==> src/rtl/rs_encoder_sp.sv <==
// Systematic Reed-Solomon encoder over GF(2^8) (p(x)=0x11D, roots alpha^0..alpha^(2T-1)).
// Define RS_PUNCTURE_EN to emit 2*t_sel parity bytes per block (saturated at 2T) instead of always 2T.
module rs_encoder_sp #(
  parameter int T    = 8,
  parameter int KMAX = 255 - 2 * T
) (
  input  logic       clk,
  input  logic       reset,
  input  logic [7:0] in_bits,
  input  logic       in_valid,
  input  logic       in_last,
  output logic       in_ready,
  input  logic [4:0] t_sel,
  output logic [7:0] out_bits,
  output logic       out_valid,
  output logic       out_last,
  input  logic       out_ready,
  output logic       len_err
);
  localparam int NP = 2 * T;
  localparam int BW = NP * 8;
  localparam logic [1:0] S_IDLE   = 2'd0;
  localparam logic [1:0] S_DATA   = 2'd1;
  localparam logic [1:0] S_PARITY = 2'd2;
  localparam logic [7:0] KLAST    = 8'(KMAX - 1);

  function automatic logic [7:0] gf_mul(input logic [7:0] a, input logic [7:0] b);
    logic [7:0] p;
    logic [7:0] aa;
    p  = '0;
    aa = a;
    for (int unsigned i = 0; i < 8; i++) begin
      if (b[i]) p = p ^ aa;
      aa = {aa[6:0], 1'b0} ^ (aa[7] ? 8'h1D : 8'h00);
    end
    return p;
  endfunction

  // Coefficients g_0..g_(2T-1) of the monic generator; g_2T=1 is implicit in the feedback.
  function automatic logic [BW-1:0] gen_poly();
    logic [(NP+1)*8-1:0] g;
    logic [7:0]          root;
    g      = '0;
    g[7:0] = 8'h01;
    root   = 8'h01;
    for (int unsigned j = 0; j < NP; j++) begin
      for (int unsigned i = j + 1; i > 0; i--)
        g[i*8 +: 8] = g[(i-1)*8 +: 8] ^ gf_mul(g[i*8 +: 8], root);
      g[7:0] = gf_mul(g[7:0], root);
      root   = gf_mul(root, 8'h02);
    end
    return g[BW-1:0];
  endfunction

  localparam logic [BW-1:0] GEN = gen_poly();

  logic [1:0]    state_q, state_d;
  logic [BW-1:0] b_q, b_d;
  logic [7:0]    cnt_q, cnt_d;
  logic [5:0]    pcnt_q, pcnt_d;
  logic [7:0]    out_bits_q, out_bits_d;
  logic          out_valid_q, out_valid_d;
  logic          out_last_q, out_last_d;
  logic          len_err_q, len_err_d;
  logic          free, accept, trunc;
  logic [7:0]    fb;
  logic [5:0]    np_cur;

`ifdef RS_PUNCTURE_EN
  logic [4:0] tp_q, tp_d, tp_new, tp_cur;
  assign tp_new = (t_sel > 5'(T)) ? 5'(T) : t_sel;
  // The opening byte of a block already uses the freshly selected parity count.
  assign tp_cur = (state_q == S_IDLE) ? tp_new : tp_q;
  assign np_cur = {tp_cur, 1'b0};
  assign tp_d   = (accept && state_q == S_IDLE) ? tp_new : tp_q;

  always_ff @(posedge clk) begin
    if (reset) tp_q <= '0;
    else       tp_q <= tp_d;
  end
`else
  logic unused_t_sel;
  assign unused_t_sel = ^t_sel;
  assign np_cur       = 6'(NP);
`endif

  assign free     = !out_valid_q || out_ready;
  assign in_ready = !reset && (state_q != S_PARITY) && free;
  assign accept   = in_valid && in_ready;
  assign fb       = in_bits ^ b_q[BW-1 -: 8];
  assign trunc    = !in_last && (cnt_q == KLAST);

  always_comb begin
    state_d     = state_q;
    b_d         = b_q;
    cnt_d       = cnt_q;
    pcnt_d      = pcnt_q;
    out_bits_d  = out_bits_q;
    out_valid_d = out_valid_q;
    out_last_d  = out_last_q;
    len_err_d   = 1'b0;
    if (free) begin
      out_valid_d = 1'b0;
      out_last_d  = 1'b0;
    end
    if (accept) begin
      b_d[7:0] = gf_mul(fb, GEN[7:0]);
      for (int unsigned i = 1; i < NP; i++)
        b_d[i*8 +: 8] = b_q[(i-1)*8 +: 8] ^ gf_mul(fb, GEN[i*8 +: 8]);
      out_bits_d  = in_bits;
      out_valid_d = 1'b1;
      cnt_d       = cnt_q + 8'd1;
      len_err_d   = trunc;
      if (in_last || trunc) begin
        if (np_cur == 6'd0) begin
          out_last_d = 1'b1;
          b_d        = '0;
          cnt_d      = '0;
          state_d    = S_IDLE;
        end else begin
          state_d = S_PARITY;
        end
      end else begin
        state_d = S_DATA;
      end
    end else if (state_q == S_PARITY && free) begin
      out_bits_d  = b_q[BW-1 -: 8];
      out_valid_d = 1'b1;
      b_d         = {b_q[BW-9:0], 8'h00};
      pcnt_d      = pcnt_q + 6'd1;
      if (pcnt_q == np_cur - 6'd1) begin
        out_last_d = 1'b1;
        b_d        = '0;
        cnt_d      = '0;
        pcnt_d     = '0;
        state_d    = S_IDLE;
      end
    end
  end

  always_ff @(posedge clk) begin
    if (reset) begin
      state_q     <= S_IDLE;
      b_q         <= '0;
      cnt_q       <= '0;
      pcnt_q      <= '0;
      out_bits_q  <= '0;
      out_valid_q <= 1'b0;
      out_last_q  <= 1'b0;
      len_err_q   <= 1'b0;
    end else begin
      state_q     <= state_d;
      b_q         <= b_d;
      cnt_q       <= cnt_d;
      pcnt_q      <= pcnt_d;
      out_bits_q  <= out_bits_d;
      out_valid_q <= out_valid_d;
      out_last_q  <= out_last_d;
      len_err_q   <= len_err_d;
    end
  end

  assign out_bits  = out_bits_q;
  assign out_valid = out_valid_q;
  assign out_last  = out_last_q;
  assign len_err   = len_err_q;
endmodule

==> config.mk <==
export PLATFORM = sky130hd
export DESIGN_NAME = rs_encoder_sp
export DESIGN_NICKNAME = d
export VERILOG_FILES = /design/src/rtl/rs_encoder_sp.sv
export SDC_FILE = /design/constraint.sdc
export NUM_CORES = 1
export LEC_CHECK = 0
export CAP_MARGIN = 20
export CORE_ASPECT_RATIO = 2
export CORE_MARGIN = 8
export CORE_UTILIZATION = 50
export CTS_BUF_LIST = sky130_fd_sc_hd__clkbuf_4 sky130_fd_sc_hd__clkbuf_8
export DETAILED_ROUTE_END_ITERATION = 10
export GPL_ROUTABILITY_DRIVEN = 0
export GPL_TIMING_DRIVEN = 0
export PLACE_DENSITY = 0.67
export SKIP_CTS_REPAIR_TIMING = 1
export SYNTH_ARGS = -nofsm -noshare
export SYNTH_HDL_FRONTEND = slang
export SYNTH_SLANG_ARGS = --single-unit
export TNS_END_PERCENT = 10
==> constraint.sdc <==
create_clock -name clk -period 2.7 [get_ports clk]
set_input_delay 0.405 -clock clk [delete_from_list [all_inputs] [get_ports clk]]
set_output_delay 0.405 -clock clk [all_outputs]
set_load 0.03 [all_outputs]
Word level (Yosys, flattened, before mapping)
Index checks and enable logic that the tools add are counted.
{ "word_totals": {"reg_bits": 155, "inputBits": 18, "output_inout_bits": 12, "wordCells": 147} }
{ "op_classes": {"n_addsub": 2, "n_eq_ne": 4, "mux": 62, "bitwise_logic": 55, "reduce_logical": 16} }
{ "op_table": {"columns": ["op", "count"], "rows": [
  ["$xor A8 B8 Y8", 50],
  ["$mux W128", 3],
  ["$mux W8", 40],
  ["$mux W5", 7],
  ["$xor A8 B5 Y8", 4],
  ["$add A8 B1 Y8 const B", 1],
  ["$eq A8 B8 Y1 const B", 1],
  ["$mux W2", 4],
  ["$mux W1", 7],
  ["$add A6 B1 Y6 const B", 1],
  ["$eq A6 B4 Y1 const B", 1],
  ["$mux W6", 1],
  ["$logic_and A1 B1 Y1", 5],
  ["$reduce_and A2 Y1", 2],
  ["$reduce_bool A2 Y1", 2],
  ["$logic_not A1 Y1", 3],
  ["$reduce_bool A3 Y1", 1],
  ["$eq A2 B2 Y1 const B", 1],
  ["$logic_or A1 B1 Y1", 2],
  ["$ne A2 B2 Y1 const B", 1],
  ["$reduce_or A2 Y1", 1],
  ["$not A1 Y1", 1]
]} }

Depth between registers and ports, before layout
{ "depth": {"word_depth": 19, "mapped_depth": 8, "depth_no_buf": 8} }

Worst setup path before layout
No wires, ideal clock.
{ "synth_path": {"path_kind": "input to register", "start": "input in_bits[7]", "end": "register b_q[33]", "setup_time_ps": 70, "arrival_time_ps": 2317, "required_ps": 2630, "setup_slack_ps": 313, "stages": 8, "path_buffers": 2, "path_cell_list": "buf_2 -> xnor2_2 -> xnor2_1 -> buf_2 -> xnor3_1 -> nand2_1 -> mux2_2 -> a21oi_1"} }
{ "synth_via": {"elab_chain_len": 15, "elab_cells_between_ends": 21, "classes_between": "mux: 8; bitwise: 13"} }
{ "synth_lines": {"columns": ["element", "line_no", "text"], "rows": [
  ["start: declaration", "9", "input logic [7:0] in_bits,"],
  ["$xor A8 B8 Y8 *", "90", "assign fb = in_bits ^ b_q[BW-1 -: 8];"],
  ["$mux W5 *", "34", "aa = {aa[6:0], 1'b0} ^ (aa[7] ? 8'h1D : 8'h00);"],
  ["$xor A8 B5 Y8 * (2 in a row)", "34", null],
  ["$xor A8 B5 Y8", "34", null],
  ["$xor A8 B8 Y8", "34", null],
  ["$mux W5", "34", null],
  ["$xor A8 B8 Y8", "34", null],
  ["$xor A8 B5 Y8", "34", null],
  ["$xor A8 B8 Y8", "33", "if (b[i]) p = p ^ aa;"],
  ["$mux W8", "106", "if (accept) begin"],
  ["$xor A8 B8 Y8 *", "33", null],
  ["$mux W8 *", "106", null],
  ["$xor A8 B8 Y8 *", "109", "b_d[i*8 +: 8] = b_q[(i-1)*8 +: 8] ^ gf_mul(fb, GEN[i*8 +: 8]);"],
  ["$mux W128 *", "106", null],
  ["end signal: assignment", "144", "b_q <= '0;"],
  ["end signal: assignment", "153", "b_q <= b_d;"],
  ["end: declaration", "58", "logic [BW-1:0] b_q, b_d;"]
]} }
Mark *: on every way between the ends. The rest lies on a longest branch, timed or not. The select of a mux whose other input is x is not followed.
A chain may end at the register's enable or synchronous reset.

Final worst setup path
{ "layout_path": {"start": "register pcnt_q[0]", "end": "register b_q[31]"} }
{ "layout_via": {"elab_chain_len": 4} }
{ "layout_lines": {"columns": ["element", "line_no", "text"], "rows": [
  ["start: declaration", "60", "logic [5:0] pcnt_q, pcnt_d;"],
  ["start signal: assignment", "155", "pcnt_q <= pcnt_d;"],
  ["$eq A6 B4 Y1", "131", "if (pcnt_q == np_cur - 6'd1) begin"],
  ["$mux W128", "131", null],
  ["$mux W128", "126", "end else if (state_q == S_PARITY && free) begin"],
  ["$mux W128", "106", null]
]} }
No other way between the ends. The select of a mux whose other input is x is not followed.

==> out/results.tsv <==
stage	metric	value	unit
detailed_routing	ant_nets	0	
detailed_routing	drc_errors	0	
global_route	met2_usage	53.0	%
global_route	grt_use_met3	6.60	%
logic_synthesis	ys_ff_latch	155	
logic_synthesis	ys_warn_count	0	
global_route	grt_pass1_vias	8408	
global_route	busiest_layer	met2	
finish	final_util	57.6	%
floorplan	start_util	50.8	%
clocking	cts-root-buf	clkbuf_8	
timing	max_freq	359	MHz
detailed_routing	wl_per_cell	26.2	um
logic_synthesis	synth_ff_type	dfxtp_1	
global_route	overflow	0	
detailed_routing	first_iter_violations	1032	
finish	synthToLayoutAreaGrowth	13.4	%
logic_synthesis	synth_xor_area_share	21.4	%
global_route	grt_max_degree	17	
clocking	cts_sinks	155	
timing	final-max-slew-violation-count	0	
worst_setup_path	end_kind	register	
global_route	grt_pass1_wl	53.2	mm
logic_synthesis	synth_compound_area_share	24.0	%
logic_synthesis	synthSimpleGateAreaFrac	13.4	%
timing	setup_viol_count_final	4	
detailed_routing	viasPerCell	6.57	
timing	tightest_slew	1.24	ns
clocking	clock_path_buffers	2	
floorplan	dieArea	0.0228	mm2
finish	drive_gt1_share	10.5	%
logic_synthesis	syn_nets	1083	
logic_synthesis	synth_top_family_by_area	compound AO/OA/AOI/OAI gates	
status	status	finished with violations	
timing	final_hold_viol_count	0	
timing	rsz0062_at_grt	true	
floorplan	die_y	206	um
clocking	cts_made_buffers	17	
detailed_routing	drt-total-wl	35.1	mm
placed_design	port_buffers	22	
global_route	grt_use_met1	33.0	%
floorplan	die_width	111	um
logic_synthesis	async_flop_share	0	%
worst_setup_path	cp.required	3.05	ns
global_route	grt_usage	31.0	%
worst_hold_path	hp-class	in -> reg	
finish	post-route-cell-area	0.0102	mm2
detailed_routing	firstDrtPassIters	8	
worst_setup_path	start_kind	register	
clocking	htreeDepth	4	
timing	relSlewSlack	16.7	%
placed_design	placed_cell_area	0.00950	mm2
logic_synthesis	ys_types	53	
global_route	antenna_found_initial	0	
floorplan	io_pins	30	
pwr	leakage	3.74	nW
worst_setup_path	reg2regPathDepth	7	
logic_synthesis	synthMuxAreaShare	2.23	%
logic_synthesis	synth_edf_count	0	
worst_setup_path	cp_max_fo	10	
floorplan	core_area	0.0177	mm2
timing	finClkSkew	0.0164	ns
floorplan	rows	69	
status	violations	setup timing	
timing	layout_min_cycle_time	2.78	ns
pwr	ir_worst_vdd	0.000522	V
logic_synthesis	synth_fa_ha_area_share	0.418	%
placed_design	dp_hpwl	25.3	mm
finish	nNetsFinal	1135	
worst_setup_path	cp.arrival	3.14	ns
logic_synthesis	yosysSeqAreaShare	34.5	%
pwr	power_density	787	mW/mm2
logic_synthesis	syn_avg_cell_area	8.46	um2
logic_synthesis	synthesis.area	0.00899	mm2
worst_setup_path	crit_type	reg -> reg	
flow_run	cap_violations	0	
logic_synthesis	syn-instance-count	1062	
clocking	clk_latency	0.47	ns
clocking	cts_tree	yes	
clocking	clkSlewWorstSetupHoldPaths	0.09	ns
detailed_routing	vias	8815	
placed_design	pre_cts_ws	-0.975	ns
worst_hold_path	holdPathStages	2	
timing	period_share	103	%
timing	setup_ws	-0.0835	ns
## cell usage after synthesis (2+ instances only)
master | n | area [um2]
xor2_2 | 3 | 48.8
inv_1 | 6 | 22.5
or3_1 | 16 | 100
o21a_1 | 7 | 52.6
and3_1 | 3 | 18.8
buf_1 | 5 | 18.8
nor2b_1 | 4 | 25.0
mux2_2 | 16 | 180
nand3_1 | 15 | 75.1
xor2_1 | 33 | 289
o211ai_1 | 10 | 75.1
nor3_1 | 27 | 135
nand2b_1 | 11 | 68.8
a221oi_1 | 27 | 236
a31oi_1 | 26 | 163
ha_1 | 3 | 37.5
xnor2_2 | 11 | 179
dfxtp_1 | 155 | 3100
buf_2 | 5 | 25.0
xnor2_1 | 77 | 674
xnor3_1 | 23 | 518
a21oi_1 | 101 | 505
nand2_1 | 79 | 297
a22oi_1 | 15 | 113
a211oi_1 | 7 | 52.6
buf_4 | 3 | 22.5
o21ai_0 | 155 | 776
or2_2 | 2 | 12.5
a41oi_1 | 2 | 17.5
nand4_1 | 5 | 31.3
a222oi_1 | 8 | 80.1
a21boi_0 | 2 | 15.0
xnor2_4 | 5 | 138
clkbuf_1 | 71 | 267
and2_1 | 2 | 12.5
o21ai_1 | 2 | 10.0
nor2_1 | 102 | 383
mux2i_1 | 2 | 20.0
o221a_2 | 2 | 22.5
## stage by stage
stage,std cells,hold slack [ns],TNS (ns),power [mW]
final,1341,0.353,-0.188,8.02
after global routing,1340,0.416,-0.609,8.30
after CTS,1332,0.333,-5.61,7.76
after detailed placement,1300,0.441,-53.01,5.80
after global placement,1297,0.440,-90.29,5.76
after floorplan,1062,0.430,0,4.97
## routing by layer
layer	share of wire [%]	wire (um)	vias up
met2	49	17300	561
li1	-	-	3911
met1	34	12100	4171
met4	8.2	2860	0
met5	0	0	-
met3	8.2	2870	172
## layout make-up
type / count / area [um2]
Clock inverter: 9 / 135
Fill cell: 1601 / 7500
Timing Repair Buffer: 33 / 307
Clock buffer: 23 / 304
Buffer: 85 / 365
Inverter: 6 / 22.5
Antenna cell: 1 / 2.50
Tap cell: 213 / 267
Multi-Input combinational cell: 816 / 5690
Sequential cell: 155 / 3100
## sequential cells by signal, summed over array words and instances, names as in the netlist
register / flops
b_q: 128
cnt_q: 8
out_bits: 8
pcnt_q: 6
state_q: 2
len_err: 1
out_last: 1
out_valid: 1
## worst max-delay path: stages (launching register included)
cell and delay [ns]:
dfxtp_1 0.38, ha_1 0.20, nand4_1 0.48, and2_1 0.37, clkbuf_1 0.20, clkbuf_1 0.40
a221oi_4 0.53, nor2_1 0.09
## final timing paths
check	start	slack, ns	end
min reg2reg	b_q[36]$_SDFFE_PP0P_	0.46	b_q[44]$_SDFFE_PP0P_
min	reset	0.35	pcnt_q[5]$_SDFFE_PP0P_
max	pcnt_q[0]$_SDFFE_PP0P_	-0.08	b_q[31]$_SDFFE_PP0P_
max reg2reg	pcnt_q[0]$_SDFFE_PP0P_	-0.08	b_q[31]$_SDFFE_PP0P_
## logic make-up after synthesis
group,after synthesis
AO/OA/AOI/OAI,369
AND/OR/NAND/NOR,271
XOR/XNOR,155
flip-flops,155
buffers and inverters,91
multiplexers,18
adder cells (fa/ha/maj),3
## cell usage in the layout, fill, tap and decap left out, types with 12 or more instances in the layout
| cell type | netlist | layout |
|---|---|---|
| nand3_1 | 15 | 15 |
| clkbuf_8 | 0 | 21 |
| a22oi_1 | 15 | 15 |
| nand2_1 | 79 | 79 |
| a31oi_1 | 26 | 26 |
| dfxtp_1 | 155 | 154 |
| nor2_1 | 102 | 101 |
| nor3_1 | 27 | 26 |
| mux2_2 | 16 | 16 |
| xnor3_1 | 23 | 22 |
| or3_1 | 16 | 16 |
| xnor2_1 | 77 | 71 |
| clkbuf_1 | 71 | 63 |
| clkdlybuf4s50_1 | 0 | 21 |
| xor2_1 | 33 | 32 |
| buf_4 | 3 | 12 |
| a21oi_1 | 101 | 101 |
| o21ai_0 | 155 | 155 |
| a221oi_1 | 27 | 25 |
## where the power goes
group | internal, mW | total (mW) | leakage [nW] | switching, mW
Combinational | 1.42 | 3.34 | 2.25 | 1.92
Sequential | 2.50 | 2.69 | 1.27 | 0.196
Clock | 1.04 | 1.99 | 0.216 | 0.950
Total | 4.95 | 8.02 | 3.74 | 3.07
Power figures use the tool's default switching activity.
